[config.mk]
export PLATFORM = sky130hd
export DESIGN_NAME = float_minmax_tracker
export DESIGN_NICKNAME = d
export VERILOG_FILES = /design/src/rtl/float_minmax_tracker.sv
export SDC_FILE = /design/constraint.sdc
export NUM_CORES = 1
export LEC_CHECK = 0
export ABC_AREA = 1
export CAP_MARGIN = 15
export CORE_ASPECT_RATIO = 1.1
export CORE_MARGIN = 2
export CORE_UTILIZATION = 50
export CTS_CLUSTER_DIAMETER = 150
export DETAILED_ROUTE_END_ITERATION = 10
export HOLD_SLACK_MARGIN = 0.08
export PLACE_DENSITY = 0.78
export SLEW_MARGIN = 20
export SYNTH_ARGS = -nofsm -noshare
export SYNTH_HDL_FRONTEND = slang
export SYNTH_SLANG_ARGS = --single-unit
[constraint.sdc]
create_clock -name clk -period 3.2 [get_ports clk]
set_input_delay 0.32 -clock clk [delete_from_list [all_inputs] [get_ports clk]]
set_output_delay 0.32 -clock clk [all_outputs]
set_load 0.1 [all_outputs]
[src/rtl/float_minmax_tracker.sv]
// float_minmax_tracker: per-frame running max/min of sign-magnitude floats; FLOAT_MINMAX_SIGNED_ZERO_EQ_EN makes -0 equal +0
module float_minmax_tracker #(
  parameter int EXP_W = 4,
  parameter int FRAC_W = 8,
  parameter int MAX_LEN = 256,
  localparam int IDX_W = $clog2(MAX_LEN),
  localparam int KW = 1 + EXP_W + FRAC_W
) (
  input  logic              clk,
  input  logic              reset,
  input  logic              s_valid,
  output logic              s_ready,
  input  logic              s_sign,
  input  logic [EXP_W-1:0]  s_exp,
  input  logic [FRAC_W-1:0] s_frac,
  input  logic              s_last,
  output logic              m_valid,
  input  logic              m_ready,
  output logic              max_sign,
  output logic [EXP_W-1:0]  max_exp,
  output logic [FRAC_W-1:0] max_frac,
  output logic              min_sign,
  output logic [EXP_W-1:0]  min_exp,
  output logic [FRAC_W-1:0] min_frac,
  output logic [IDX_W-1:0]  max_idx,
  output logic [IDX_W-1:0]  min_idx,
  output logic [IDX_W:0]    count
);
  typedef enum logic [1:0] {IDLE, ACCUM, DONE} state_t;
  state_t state, state_nxt;
  logic accept, first, gt, lt, close;
  localparam logic [IDX_W:0] LAST = (IDX_W+1)'(MAX_LEN - 1);

  function automatic logic [KW-1:0] key(input logic s, input logic [EXP_W-1:0] e, input logic [FRAC_W-1:0] f);
    logic n;
`ifdef FLOAT_MINMAX_SIGNED_ZERO_EQ_EN
    n = s & (|{e, f});
`else
    n = s;
`endif
    return n ? {1'b0, ~e, ~f} : {1'b1, e, f};
  endfunction

  // state register
  always_ff @(posedge clk)
    state <= reset ? IDLE : state_nxt;

  // next state and handshake decode
  always_comb begin
    s_ready = state != DONE;
    m_valid = state == DONE;
    accept = s_valid & s_ready;
    first = state == IDLE;
    close = s_last | (state == ACCUM && count == LAST);
    state_nxt = state == DONE ? (m_ready ? IDLE : DONE) : accept ? (close ? DONE : ACCUM) : state;
    gt = key(s_sign, s_exp, s_frac) > key(max_sign, max_exp, max_frac);
    lt = key(s_sign, s_exp, s_frac) < key(min_sign, min_exp, min_frac);
  end

  // running extremes, their indices and the sample count
  always_ff @(posedge clk) begin
    if (reset) begin
      {max_sign, max_exp, max_frac, min_sign, min_exp, min_frac} <= '0;
      max_idx <= '0;
      min_idx <= '0;
      count <= '0;
    end else if (accept) begin
      if (first || gt) begin
        {max_sign, max_exp, max_frac} <= {s_sign, s_exp, s_frac};
        max_idx <= first ? '0 : count[IDX_W-1:0];
      end
      if (first || lt) begin
        {min_sign, min_exp, min_frac} <= {s_sign, s_exp, s_frac};
        min_idx <= first ? '0 : count[IDX_W-1:0];
      end
      count <= first ? (IDX_W+1)'(1) : count + 1'b1;
    end
  end
endmodule

==> flow_metrics.tcl <==
set metrics [dict create \
    slew_violations 0 \
    wl_met1_mm 3.59 \
    required_ns 3.41 \
    met3WireLength_um 450 \
    synthCells 445 \
    drt_wl_total_mm 7.98 \
    cts_max_path_buffers 2 \
    grt_pass1_vias 2986 \
    vias 3060 \
    postSynth.asyncResetShare 0 \
    post_cts_resized 0 \
    cts.sinks 53 \
    die-area_mm2 0.00748 \
    powerDensity_mw_per_mm2 547 \
    grt_max_degree 35 \
    post_cts_buffers 0 \
    n_antenna_cell 0 \
    yosysUniqueCellTypes 35 \
    max_clock_freq_mhz 394 \
    placed_cells 580 \
    ys_seq_area_frac 0.312 \
    wl_met2_mm 3.81 \
    skew_ns 0.0117 \
    synth_edf_count 0 \
    synth_area_per_cell_um2 7.64 \
    place.gp.congestion 0.850 \
    routedWlPerCell_um 13.6 \
    clk_latency_ns 0.32 \
    syn-num-nets 486 \
    status "finished, final reports clean" \
    crit_path_start_kind "input pin" \
    yosysTopAreaCell "dfxtp_1" \
    yosysTopAreaCellShare 0.312 \
    via_per_inst 5.20 \
    cell_internal_pwr_mw 1.20 \
    yosysWarnings 0 \
    seq_power_share 0.337 \
    drc 0 \
    crit_start "s_sign" \
    syn_to_final_growth_pct 23.2 \
    synth_area_leaders "dfxtp_1, nand2_1, ha_1" \
    maxSlewHeadroom 0.342 \
    tns_ns 0 \
    ant_nets 0 \
    hold_violations 0 \
    final_cell_count_no_fill 588 \
    rsz0062_at_grt "no" \
    start_util 0.516 \
    path_max_fanout 34 \
    grt_util_all_layers 0.228 \
    p_leak_nw 1.64 \
    dr.pass1.iters 4 \
    final.min_clock_period_ns 2.54 \
    cts_tree "done" \
    grt_pass1_wl_mm 13.8 \
    endpoint_kind "flip-flop" \
    synthFlopType "dfxtp_1" \
    top_layer_used "met4" \
    fp.dieH_um 90.5 \
    finish.utilization 0.635 \
    p_comb_frac 0.491 \
    worstPathArrival_ns 2.75 \
    core_mm2 0.00659 \
    worst_pin_slew_ns 0.985 \
    cts_hold_buf 0 \
    rr_startpoint "max_sign" \
    path_class "in2reg" \
    syn-cell-area_mm2 0.00340 \
    hp-start "min_idx[2]" \
    hp-class "reg2reg" \
    synth-seq-cells 53 \
    cts-root-buf "clkbuf_8" \
    port_buffers 70 \
    clkPwrFrac 0.172 \
    setup_viol 0 \
    post-place-ws_ns 0.343 \
    drv_cap 0 \
    layout.nets 546 \
    rows 31 \
    hpwl_mm 5.93 \
    h-tree-depth 2 \
    p_switching_mw 1.09 \
    setup_ws_ns 0.662 \
    drtIter0Drc 164 \
    antenna_found_initial 0 \
    drive_above_1_share 0.156 \
    num_io_pins 71 \
    clk_pin_slew_worst_paths_ns 0.11 \
    ir_worst_vdd_uv 304 \
    sw_frac_of_total 0.475 \
    grt_overflow 0 \
    finalCritPeriodShare 0.793 \
    die_width_um 82.6 \
    cts-buffers-inserted 5 \
]
==> final cells by class <==
| cell class | instances | area [um2] |
|---|---|---|
| flip-flops and latches | 53 | 1060 |
| inverters | 41 | 164 |
| well taps | 82 | 103 |
| multi-input cells | 328 | 2030 |
| clock buffers | 5 | 68.8 |
| clock inverters | 3 | 21.3 |
| fillers | 585 | 2410 |
| repair buffers | 76 | 736 |
==> registers in the layout (all words and copies together), names as in the netlist <==
| register | flops |
|---|---|
| count | 9 |
| max_frac | 8 |
| max_idx | 8 |
| min_frac | 8 |
| min_idx | 8 |
| max_exp | 4 |
| min_exp | 4 |
| state | 2 |
| max_sign | 1 |
| min_sign | 1 |
==> cells in the final DEF (no fill, tap or decap), types with 10 or more instances in the layout <==
master and n:
nand2_1 76, clkdlybuf4s50_1 66, dfxtp_1 52, a21oi_1 51
nand3_1 39, inv_1 35, nor2_1 34, ha_1 23
xnor2_1 22, nand3_2 19, xor2_1 11, nand2_2 11
a21oi_2 11, buf_4 10
==> path summary, 6_finish.rpt <==
path	cells after the start	to	slack [ns]
worst max register to register	11	max_frac[0]	0.81
worst min-delay path	2	min_idx[2]	0.49
worst max-delay path	12	max_frac[0]	0.66
worst min register to register	2	min_idx[2]	0.49
==> stage by stage <==
step / power, mW / cell area [um2] / hold slack (ns)
after floorplan: 1.70 / 3400 / 0.452
after detailed placement: 1.91 / 4100 / 0.473
after global placement: 1.89 / 4100 / 0.469
after global routing: 2.44 / 4190 / 0.501
final: 2.29 / 4190 / 0.490
after CTS: 2.31 / 4190 / 0.492
==> synth_stat cells (7+ instances only) <==
cell type,count
a21oi_1,51
inv_1,35
nor2_1,34
nand2_2,10
dfxtp_1,53
nor3_1,9
ha_1,23
buf_2,7
nand3_2,19
a21oi_2,11
xor2_1,11
nand2_1,77
xnor2_1,22
nand3_1,39
==> cells by family after synthesis <==
family | share of synthesized area
AOI/OAI and AO/OA | 0.123
xor gates and xnor gates | 0.0850
adders and majority gates | 0.0847
buffers and inverters | 0.0905
DFF | 0.312
and+or+nand+nor | 0.304
==> power groups by stage <==
stage | clock, mW | sequential, mW | combinational (mW)
6_report | 0.394 | 0.773 | 1.13
5_1_grt | 0.431 | 0.782 | 1.23
4_1_cts | 0.405 | 0.774 | 1.13
3_5_place_dp | 0 | 0.789 | 1.12
3_3_place_gp | 0 | 0.789 | 1.10
2_1_floorplan | 0 | 1.11 | 0.596
==> routing by layer <==
layer | GRT usage | vias up
li1 | - | 1573
met3 | 0.0350 | 14
met2 | 0.378 | 80
met5 | 0 | -
met1 | 0.305 | 1393
met4 | 0.0601 | 0
==> critical path, stage by stage <==
cell             delay [ns]
clkdlybuf4s50_1        0.45
buf_4                  0.26
xor2_1                 0.26
ha_1                   0.28
nand2_1                0.10
a21oi_2                0.05
inv_1                  0.11
nor2_4                 0.06
a21oi_4                0.32
nand2_8                0.24
a21oi_1                0.21
nor2_1                 0.06
Power figures use the tool's default switching activity.
